**config.mk**
```make
export PLATFORM = sky130hd
export DESIGN_NAME = serv_dbus_nibif
export DESIGN_NICKNAME = d
export VERILOG_FILES = /design/src/rtl/serv_dbus_nibif.sv
export SDC_FILE = /design/constraint.sdc
export NUM_CORES = 1
export LEC_CHECK = 0
export CAP_MARGIN = 20
export CORE_UTILIZATION = 48
export DETAILED_ROUTE_END_ITERATION = 16
export MAX_ROUTING_LAYER = met4
export PLACE_DENSITY = 0.77
export SETUP_SLACK_MARGIN = 0.5
export SLEW_MARGIN = 0
export SYNTH_ARGS = -nofsm -noshare
export SYNTH_HDL_FRONTEND = slang
export SYNTH_SLANG_ARGS = --single-unit
```
**constraint.sdc**
```tcl
create_clock -name i_clk -period 2.1 [get_ports i_clk]
set_clock_uncertainty 0.2 [all_clocks]
set_input_delay 0.42 -clock i_clk [delete_from_list [all_inputs] [get_ports i_clk]]
set_output_delay 0.42 -clock i_clk [all_outputs]
set_load 0.01 [all_outputs]
```
**src/rtl/serv_dbus_nibif.sv**
```systemverilog
// Nibble-serial data-bus interface: collects store data, runs one registered bus cycle, and
// streams aligned/extended load data back. Optional macro: SERV_DBUS_MISALIGN_EN.
module serv_dbus_nibif #(
  parameter int BITS_PER_CYCLE = 4,
  parameter int LB             = $clog2(BITS_PER_CYCLE)
) (
  input  logic                      i_clk,
  input  logic                      i_rst_n,
  input  logic                      i_en,
  input  logic                      i_cnt0,
  input  logic                      i_mem_op,
  input  logic                      i_mem_cmd,
  input  logic                      i_word,
  input  logic                      i_half,
  input  logic                      i_signed,
  input  logic [1:0]                i_lsb,
  input  logic [31:0]               i_adr,
  input  logic [BITS_PER_CYCLE-1:0] i_rs2,
  output logic [BITS_PER_CYCLE-1:0] o_rd,
  output logic                      o_busy,
  output logic                      o_misalign,
  output logic [31:0]               o_dbus_adr,
  output logic [31:0]               o_dbus_dat,
  output logic [3:0]                o_dbus_sel,
  output logic                      o_dbus_we,
  output logic                      o_dbus_cyc,
  input  logic [31:0]               i_dbus_rdt,
  input  logic                      i_dbus_ack
);

  localparam int CW = 5 - LB;

  typedef enum logic [1:0] {
    S_IDLE    = 2'd0,
    S_COLLECT = 2'd1,
    S_REQ     = 2'd2,
    S_RDOUT   = 2'd3
  } state_t;

  state_t          state_r, state_s;
  logic [CW-1:0]   cnt_r, cnt_s;
  logic [31:0]     dreg_r, dreg_s;
  logic            cyc_r, we_r, busy_r, mis_r, mis_s;
  logic [3:0]      sel_r, sel_s;
  logic [31:0]     adr_r, dat_r, dat_s, ld_s;
  logic            last_s, ack_s, launch_s, misaligned_s;

  function automatic logic [31:0] load_ext(input logic [31:0] w, input logic word,
                                           input logic half, input logic sgn);
    logic [31:0] r;
    if (word)
      r = w;
    else if (half)
      r = {{16{sgn & w[15]}}, w[15:0]};
    else
      r = {{24{sgn & w[7]}}, w[7:0]};
    return r;
  endfunction

  assign last_s = &cnt_r;
  // An ack is only meaningful while the request is actually on the bus
  assign ack_s  = cyc_r & i_dbus_ack;
  assign ld_s   = load_ext(i_dbus_rdt >> {i_lsb, 3'b000}, i_word, i_half, i_signed);

`ifdef SERV_DBUS_MISALIGN_EN
  assign misaligned_s = (i_half & ~i_word & i_lsb[0]) | (i_word & (i_lsb != 2'b00));
`else
  assign misaligned_s = 1'b0;
`endif

  // Write data replication and byte enables for the access size
  always_comb begin
    dat_s = dreg_r;
    sel_s = 4'b1111;
    if (i_word) begin
      dat_s = dreg_r;
      sel_s = 4'b1111;
    end else if (i_half) begin
      dat_s = {2{dreg_r[15:0]}};
      sel_s = i_lsb[1] ? 4'b1100 : 4'b0011;
    end else begin
      dat_s = {4{dreg_r[7:0]}};
      sel_s = 4'b0001 << i_lsb;
    end
  end

  // Next-state, data register and counter update
  always_comb begin
    state_s  = state_r;
    cnt_s    = cnt_r;
    dreg_s   = dreg_r;
    mis_s    = 1'b0;
    launch_s = 1'b0;
    case (state_r)
      S_IDLE: begin
        if (i_en & i_cnt0 & i_mem_op) begin
          state_s = S_COLLECT;
          dreg_s  = {i_rs2, dreg_r[31:BITS_PER_CYCLE]};
          cnt_s   = {{(CW-1){1'b0}}, 1'b1};
        end else begin
          state_s = S_IDLE;
        end
      end
      S_COLLECT: begin
        if (i_en) begin
          dreg_s = {i_rs2, dreg_r[31:BITS_PER_CYCLE]};
          cnt_s  = cnt_r + {{(CW-1){1'b0}}, 1'b1};
          if (last_s) begin
            if (misaligned_s) begin
              state_s = S_IDLE;
              mis_s   = 1'b1;
            end else begin
              state_s = S_REQ;
            end
          end else begin
            state_s = S_COLLECT;
          end
        end else begin
          state_s = S_COLLECT;
        end
      end
      S_REQ: begin
        // First REQ cycle has cyc low: that is when the bus outputs get loaded
        launch_s = ~cyc_r;
        if (ack_s) begin
          if (we_r) begin
            state_s = S_IDLE;
          end else begin
            state_s = S_RDOUT;
            dreg_s  = ld_s;
          end
        end else begin
          state_s = S_REQ;
        end
      end
      S_RDOUT: begin
        if (i_en) begin
          dreg_s = {{BITS_PER_CYCLE{1'b0}}, dreg_r[31:BITS_PER_CYCLE]};
          cnt_s  = cnt_r + {{(CW-1){1'b0}}, 1'b1};
          state_s = last_s ? S_IDLE : S_RDOUT;
        end else begin
          state_s = S_RDOUT;
        end
      end
      default: begin
        state_s = S_IDLE;
        cnt_s   = '0;
      end
    endcase
  end

  // FSM, data register and status outputs
  always_ff @(posedge i_clk or negedge i_rst_n) begin
    if (!i_rst_n) begin
      state_r <= S_IDLE;
      cnt_r   <= '0;
      dreg_r  <= 32'h0000_0000;
      busy_r  <= 1'b0;
      mis_r   <= 1'b0;
    end else begin
      state_r <= state_s;
      cnt_r   <= cnt_s;
      dreg_r  <= dreg_s;
      busy_r  <= (state_s == S_REQ);
      mis_r   <= mis_s;
    end
  end

  // Bus outputs: loaded at launch, held until ack
  always_ff @(posedge i_clk or negedge i_rst_n) begin
    if (!i_rst_n) begin
      cyc_r <= 1'b0;
      we_r  <= 1'b0;
      sel_r <= 4'b0000;
      adr_r <= 32'h0000_0000;
      dat_r <= 32'h0000_0000;
    end else if (launch_s) begin
      cyc_r <= 1'b1;
      we_r  <= i_mem_cmd;
      sel_r <= sel_s;
      adr_r <= i_adr;
      dat_r <= dat_s;
    end else if (ack_s) begin
      cyc_r <= 1'b0;
      we_r  <= 1'b0;
      sel_r <= 4'b0000;
    end
  end

  // Read data is handed to rd in the same cycle the core steps
  assign o_rd       = ((state_r == S_RDOUT) && i_en) ? dreg_r[BITS_PER_CYCLE-1:0]
                                                     : {BITS_PER_CYCLE{1'b0}};
  assign o_busy     = busy_r;
  assign o_misalign = mis_r;
  assign o_dbus_adr = adr_r;
  assign o_dbus_dat = dat_r;
  assign o_dbus_sel = sel_r;
  assign o_dbus_we  = we_r;
  assign o_dbus_cyc = cyc_r;

endmodule

```
Word level (Yosys, flattened, before mapping)
Index checks and enable logic that the tools add are counted.

cells by class
  $add $sub $neg = 1
  equal/unequal tests = 10
  shift-type cells = 2
  muxes and demuxes = 31
  bitwise operators = 6
  reductions and logical operators = 8

operators with widths
  cell                 count
  $mux 32              9
  $pmux 32 s4          1
  $shr 32x5->32        1
  $mux 4               6
  $mux 2               6
  $ne 2x2->1 const B   5
  $pmux 2 s4           1
  $eq 2x2->1 const B   3
  $mux 3               2
  $pmux 3 s2           1
  $reduce_and 3->1     2
  $and 1x1->1          5
  $mux 1               5
  $reduce_and 5->1     1
  $reduce_bool 2->1    2
  $shl 1x2->4 const A  1
  $add 3x1->3 const B  1
  $eq 2x1->1 const B   1
  $logic_not 2->1      1
  $ne 2x1->1 const B   1
  $reduce_or 2->1      1
  $logic_and 1x1->1    1
  $not 1->1            1

storage, ports and cells
  register bits after elaboration = 108
  input bits = 80

Longest topological paths before layout
Gate-level depths: netlist of run 1.

  word-level depth = 7
  mapped depth = 8
  depth with buffers taken out = 5

Worst setup path after synthesis of run 1
No wires, ideal clock.

  path type = in2reg
  from = input i_lsb[1]
  to = register dreg_r[24]
  setup time = 0.158 ns
  data arrival time = 1.610 ns
  required time = 1.742 ns
  path slack = 0.132 ns
  cell stages on the path = 5
  buffers on the path = 1
  cell sequence = buf_2 -> mux2_2 -> a221o_1 -> o2111ai_1 -> o211ai_1

on the way
  word-level cells in the longest chain between the ends = 7
  elaborated cells on any way between the ends = 8
  classes of those cells = shift: 1; mux: 5; bitwise: 2

ends and longest elaborated chain
  what                            line    RTL
  start: declaration              16      input logic [1:0] i_lsb,
  $shr 32x5->32 (*)               63      assign ld_s = load_ext(i_dbus_rdt >> {i_lsb, 3'b000}, i_word, i_half, i_signed);
  $and 1x1->1 (on tied branches)  56, 54
  $mux 32                         53      else if (half)
  $mux 32 (*)                     51      if (word)
  $mux 32 (*)                     126     if (we_r) begin
  $mux 32 (*)                     125     if (ack_s) begin
  $pmux 32 s4 (*)                 94      case (state_r)
  end signal: assignment          163     dreg_r <= dreg_s;
  end: declaration                42      logic [31:0] dreg_r, dreg_s;

Mark *: on every way between the ends. The rest lies on a longest branch, timed or not. The select of a mux whose other input is x is not followed.
A chain may end at the register's enable or synchronous reset.

Worst setup path in the final report of run 1
  from = input i_word
  to = register dreg_r[31]

on the way
  word-level cells in the longest chain between the ends = 4

ends and longest elaborated chain
  what                line  RTL
  start: declaration  13    input logic i_word,
  $mux 32             51
  $mux 32             126
  $mux 32             125
  $pmux 32 s4         94

No other way between the ends. The select of a mux whose other input is x is not followed.

==> results by group, run 1 <==
Run status
  – Outcome: finished clean

Place
  – Dpl hpwl: 11.75 mm
  – PortBufs: 154
  – Placed instance area: about 0.0074 mm2
  – Gpl congestion: ~0.91
  – Place WS: -0.5579 ns

Global routing
  – GRT Util Overall: 0.3218
  – Total grt overflow: 0
  – First-pass GRT wire length: roughly 28 mm
  – Largest net degree at the start of global routing: 94
  – Antenna violations before repair: 0
  – Vias in the first global route: approximately 5,200

Cells and area
  – Layout Utilization: 0.7669
  – Fin area: 0.008387 mm2
  – Nets: between 900 and 1,000
  – Layout cell share with drive strength beyond 1: 0.3045
  – Antenna diodes: 0
  – P&R area growth vs syn: 54.84%

Synthesis
  – Seq/Total Area, Yosys: 0.4990
  – Synth area leaders: dfrtp_1 (50%), nand2_1 (13%), mux2i_1 (5.5%)
  – Number of synthesized flops with an enable pin: 0
  – Avg Cell Area, Syn: between 8 and 9 um2
  – Mapped Area: about 0.0054 mm2
  – Yosys warnings: 0
  – FFs w/ async S/R, synth: 1.000
  – Synth top area share: 0.4990
  – Post-Syn Nets: approximately 700
  – Largest area contributor in the netlist: dfrtp_1
  – Synthesis-stage register bit count: approximately 110
  – Unique cell type count in the Yosys netlist: 45
  – Top FF cell, synth: dfrtp_1
  – Mapped Cells: between 600 and 700

Pwr
  – Seq pwr share: 0.323
  – Power share of the combinational group: 0.527
  – Sw frac: 0.4090
  – Maximum VDD drop: 0.0008394 V
  – Leak: 4.066 nW
  – Internal: 7.047 mW
  – Clock network fraction of design power: 0.150
  – Total power draw: ~12 mW
  – Psw: between 4 and 5 mW
  – P per Cell Area: 1422 mW/mm2

Setup path
  – Crit Path Max Fanout: 12
  – Worst EP arrival: 1.90 ns
  – Startpoint Class: input port
  – CP peak stage delay: around 0.55 ns
  – Crit-path slowest cell: clkdlybuf4s50_1
  – Nature of the critical path endpoint: flip-flop
  – Crit Path Category: in -> reg
  – Worst Path Required: 2.10 ns
  – Critical Path, Cell by Cell: clkdlybuf4s50_1 -> buf_6 -> and4_1 -> buf_4 -> a21oi_1 -> o211ai_1

Floorplan
  – Core area: roughly 0.011 mm2
  – Die W: between 100 and 150 um
  – Initial core utilization: 0.4953
  – Io pins: roughly 160
  – Total Die Area: about 0.012 mm2
  – Rows: 38
  – Die Y: 108.2 um

Detailed routing
  – Initial detailed-routing violation count: ~660
  – Final ANT Viol Nets: 0
  – Vias: roughly 5,800
  – Wire length per cell: 21.28 um
  – Routed wire length: approximately 21 mm
  – Vias per inst: around 6
  – TritonRoute pass-1 iters: 5
  – Residual DRC count: 0

Clocking
  – Clock Sinks: 108
  – # H-tree levels: 3
  – Worst-Skew Late Latency: ~0.35 ns
  – Clock slew seen by the registers of the worst setup and hold paths: roughly 0.080 ns
  – Clock buffer depth: 2
  – Clock Tree Root: clkbuf_16
  – Number of CTS-inserted buffers: 9
  – TritonCTS clock tree: done

STA
  – Fmax: approximately 530 MHz
  – Fin crit period: 1.896 ns
  – Slew Viols, Final: 0
  – Setup violations, final: 0
  – Final hold viol count: 0
  – Hold_ws: about 0.28 ns
  – Tcrit/Tclk final: 0.9031
  – Final setup margin: 0.2035 ns
  – Unrepaired setup endpoints after global routing: yes

Min path
  – HP Class: in -> async

Run
  – Number of max-cap violations: 0
path summary, 6_finish.rpt:
| check | cells past startpoint | slack (ns) | end | from |
|---|---|---|---|---|
| setup reg to reg | 5 | 0.23 | dreg_r[19]$_DFFE_PN0P_ | state_r[0]$_DFF_PN0_ |
| setup / recovery | 6 | 0.20 | dreg_r[31]$_DFFE_PN0P_ | i_word |
| min in group i_clk | 2 | 0.28 | o_dbus_dat[1]$_DFFE_PN0P_ | o_dbus_dat[1]$_DFFE_PN0P_ |
| hold / removal | 2 | 0.28 | o_dbus_adr[7]$_DFFE_PN0P_ | i_rst_n |
| hold reg to reg | 2 | 0.28 | o_dbus_dat[1]$_DFFE_PN0P_ | o_dbus_dat[1]$_DFFE_PN0P_ |
| max in group asynchronous | 3 | 0.66 | o_dbus_adr[25]$_DFFE_PN0P_ | i_rst_n |
power groups by stage:
stage	clock network (mW)	logic (mW)	registers, mW
final	1.78	6.29	3.85
after global routing	1.87	6.70	3.94
after CTS	1.77	5.36	3.76
after detailed placement	0	4.92	3.85
after global placement	0	4.82	3.80
after floorplan	0	2.24	3.99
stage by stage:
step | std cells | setup TNS (ns)
floorplan | 605 | 0
global placement | 898 | -13.26
detailed placement | 898 | -14.68
CTS | 938 | 0
global route | 971 | 0
finish | 971 | 0
area by class of cell:
cell class                 count  area [um2]
multi-input combinational    450        2806
sequential                   108        2706
fill                         715        2549
timing repair buffer         255        2384
clock buffer                  10       239.0
tap                          140       175.2
clock inverter                 6       68.82
inverter                       2       7.507
state kept, by name (all words and copies together), names as in the netlist:
signal      cells
state_r         2
cnt_r           3
o_dbus_sel      4
o_dbus_cyc      1
dreg_r         32
o_dbus_we       1
o_busy          1
o_dbus_adr     32
o_dbus_dat     32
worst max-delay path: cells and delay by family:
family                 cells  cell delay [ns]
buffers and inverters      3             0.93
and+or+nand+nor            1             0.22
AOI/OAI and AO/OA          2             0.32
Yosys cell counts, drive strengths merged, types with 2 or more instances:
master,count
a211oi,2
a21oi,18
a221o,9
a22o,3
a22oi,4
a31oi,22
and3,12
and3b,2
buf,21
clkbuf,27
dfrtp,108
ha,2
inv,2
mux2,9
mux2i,30
nand2,183
nand2b,3
nand3,24
nand3b,8
nor2,24
nor2b,8
nor3,16
o211ai,23
o21a,2
o21ai,28
o31ai,2
xor2,2
kinds of logic after synthesis:
group	count (synthesis)	synth area share
AOI/OAI and AO/OA	116	0.1402
other	1	0.0006923
buffers and inverters	50	0.04019
muxes	40	0.07831
and+or+nand+nor	286	0.2338
xor gates and xnor gates	2	0.003235
DFF	108	0.4990
adders and majority gates	2	0.004619
cell usage in the layout (no fill, tap or decap), types with 3 or more instances in the layout:
master and instances:
a21oi_1 16, a221o_1 9, a22o_1 3, a22oi_1 4, a31oi_1 22, and3_1 8, and3_4 4, buf_12 9
buf_16 4, buf_2 14, buf_4 53, buf_6 33, clkbuf_16 15, clkbuf_2 51, clkdlybuf4s50_1 67, dfrtp_1 105
dfrtp_2 3, dlygate4sd2_1 10, mux2_2 7, mux2i_1 30, nand2_1 172, nand2_2 3, nand2_4 8, nand2b_4 3
nand3_1 20, nand3_2 4, nand3b_1 8, nor2_1 22, nor2b_1 7, nor3_1 15, o211ai_1 23, o21ai_0 13
o21ai_1 7, o21ai_2 7
timing repair:
action / 4_1_cts / 5_1_grt
gates resized for setup: 225 / 144
endpoints found under the setup margin: 180 / 176
gates cloned: 6 / 12
hold endpoints to repair: 15 / 0
hold buffers: 1 / 0
setup buffers: 17 / 21
pin swaps: 19 / 21
metal layers:
metal	wire, um	track usage	share of wire
met2	10020	0.5273	0.49
met1	8038	0.4070	0.39
met5	0	-	0
met4	786	0.09100	0.038
met3	1814	0.06148	0.088
Power figures use the tool's default switching activity.
==> run 2: changes to the inputs <==
Settings changed: CORE_UTILIZATION 48 to 49, CTS_BUF_LIST from default to sky130_fd_sc_hd__clkbuf_8, PLACE_DENSITY 0.77 to 0.78.
==> run 2 against run 1 <==
- hold slack about the same
- combinational power up 41%
- register-to-register slack worse by 0.14 ns
- flip-flop and latch count unchanged
- power up 21%
- critical path depth unchanged
- fmax down 5.8%
- non-clock buffer count up 35
- cell area up 13%
- critical endpoint is now dreg_r[11]$_DFFE_PN0P_
- largest cell class unchanged
==> results by group, run 2 (synthesized netlist as in run 1, its figures left out) <==
Place
  – Placed instance area: 0.007407 mm2
  – Placed Instances: ~900
  – PortBufs: 154
  – Gpl congestion: 0.9240
  – Dpl hpwl: approximately 12 mm

Cells and area
  – Final std cells w/o fill: a little over 1,000
  – Most common cell after layout, fill and taps aside: dfrtp_1
  – Commonest cells after routing, fill and taps aside: dfrtp_1 (104), nand2_1 (93), clkdlybuf4s50_1 (72)
  – Nets: about 940
  – Layout cell share with drive strength beyond 1: 0.4509
  – Fin area: 0.009480 mm2
  – P&R area growth vs syn: 75.03%

Setup path
  – Crit Path Max Fanout: 8
  – Worst Path Required: roughly 2.2 ns
  – CP peak stage delay: about 0.46 ns
  – Crit-path slowest cell: dfrtp_2
  – Worst EP arrival: about 2.1 ns
  – FF-to-FF path depth: 6
  – Startpoint Class: flip-flop
  – Crit Path Category: reg -> reg
  – Critical Path, Cell by Cell: buf_12 -> and3b_2 -> o21a_4 -> bufbuf_16 -> nor3_2 -> a31oi_1
  – Nature of the critical path endpoint: flip-flop

STA
  – Tcrit/Tclk final: 0.9592
  – Final hold viol count: 0
  – Slew Viols, Final: 0
  – Final setup TNS: 0 ns
  – Setup violations, final: 0
  – Fmax: 496.5 MHz
  – Hold_ws: approximately 0.28 ns
  – Unrepaired setup endpoints after global routing: yes
  – Fin crit period: about 2.0 ns

Clocking
  – TritonCTS clock tree: done
  – Worst-Skew Late Latency: about 0.40 ns
  – Number of CTS-inserted buffers: 9
  – Clock Sinks: about 110
  – # H-tree levels: 3
  – Clock slew seen by the registers of the worst setup and hold paths: around 0.11 ns
  – Clock Tree Root: clkbuf_8
  – Clock buffer depth: 2

Floorplan
  – Io pins: ~160
  – Initial core utilization: 0.5019
  – Die W: 107.1 um
  – Total Die Area: between 0.01 and 0.015 mm2
  – Die Y: between 100 and 150 um
  – Core area: between 0.01 and 0.015 mm2
  – Rows: 38

Global routing
  – Antenna violations before repair: 1
  – Largest net degree at the start of global routing: 32
  – First-pass GRT wire length: about 33 mm
  – GRT Util Overall: 0.3950
  – Vias in the first global route: around 6,000
  – Total grt overflow: 0

Run
  – Number of max-cap violations: 0

Detailed routing
  – Wire length per cell: between 20 and 30 um
  – Vias: 6,614
  – Residual DRC count: 0
  – Initial detailed-routing violation count: 800
  – Vias per inst: roughly 6.6
  – Routed wire length: ~27 mm
  – Final ANT Viol Nets: 0
  – TritonRoute pass-1 iters: 5

Pwr
  – P per Cell Area: about 1500 mW/mm2
  – Maximum VDD drop: 0.0009937 V
  – Leak: ~4.5 nW

Run status
  – Outcome: finished clean

Min path
  – HP Class: in -> async
## run 2: cell types whose count changed in the layout (fill, tap and decap cells not counted), moves of 7 or more
cell,change
nand2_1,-79
clkbuf_2,-51
buf_2,+50
nand2_2,+46
nand2_4,+32
buf_16,+15
buf_4,+14
clkbuf_16,-12
clkbuf_8,+11
nor2_4,+8
nor3_1,-8
buf_12,+7
nor2_1,-7
## run 2: power by group
| group | switching, mW | leakage [nW] | internal [mW] |
|---|---|---|---|
| clock | 0.762 | 0.114 | 0.647 |
| sequential | 1.07 | 1.32 | 3.08 |
| combinational | 4.54 | 3.07 | 4.31 |
| total | 6.37 | 4.51 | 8.04 |
## run 2: repair_timing
action | in CTS | in global routing
hold buffers | 1 | 0
resized for setup | 468 | 137
setup buffers | 50 | 15
pin swaps | 91 | 52
hold endpoints to repair | 76 | 0
setup endpoints to repair | 180 | 125
gates cloned | 23 | 3
## run 2: per-stage QoR
step | util | total power [mW] | worst slack (ns)
2_1_floorplan | - | 6.233 | 0.2449
3_3_place_gp | 0.6863 | 8.640 | -0.5424
3_5_place_dp | 0.6863 | 8.829 | -0.5375
4_1_cts | 0.8094 | 12.01 | 0.1894
5_1_grt | 0.8784 | 14.81 | 0.03623
6_report | 0.8784 | 14.41 | 0.08571
## run 2: path summary, 6_finish.rpt
| check | slack [ns] | startpoint | end |
|---|---|---|---|
| max in group asynchronous | 0.86 | i_rst_n | state_r[1]$_DFF_PN0_ |
| max reg2reg | 0.09 | state_r[1]$_DFF_PN0_ | dreg_r[11]$_DFFE_PN0P_ |
| min | 0.28 | i_rst_n | o_dbus_adr[14]$_DFFE_PN0P_ |
| min reg2reg | 0.29 | o_dbus_adr[17]$_DFFE_PN0P_ | o_dbus_adr[17]$_DFFE_PN0P_ |
| max | 0.09 | state_r[1]$_DFF_PN0_ | dreg_r[11]$_DFFE_PN0P_ |
| min in group i_clk | 0.29 | o_dbus_adr[17]$_DFFE_PN0P_ | o_dbus_adr[17]$_DFFE_PN0P_ |
## run 2: per-layer routing
layer	vias up	wire, um	track usage	share of wire
met1	3098	8798	0.4527	0.32
met5	-	0	-	0
met3	239	3654	0.08146	0.13
li1	2626	-	-	-
met4	0	2513	0.2182	0.091
met2	651	12520	0.6493	0.46
## run 2: final cells by class
cell class                 count  area, um2
antenna                        1      2.502
clock buffer                  12      165.2
clock inverter                 4      47.55
fill                         423       1313
inverter                       2      7.507
multi-input combinational    449       3314
sequential                   108       2708
tap                          140      175.2
timing repair buffer         290       3060
## run 2: critical path, delay by kind of cell, from the launching register on
family                 cells  cell delay, ns
AOI/OAI and AO/OA          2            0.44
and+or+nand+nor            2            0.35
DFF                        1            0.46
buffers and inverters      2            0.47
==> run 3: changes to the inputs <==
Settings changed: ABC_CLOCK_PERIOD_IN_PS from default to 2100.
==> results of run 3 <==
Final layout, timing and power as in run 2 (identical DEF).
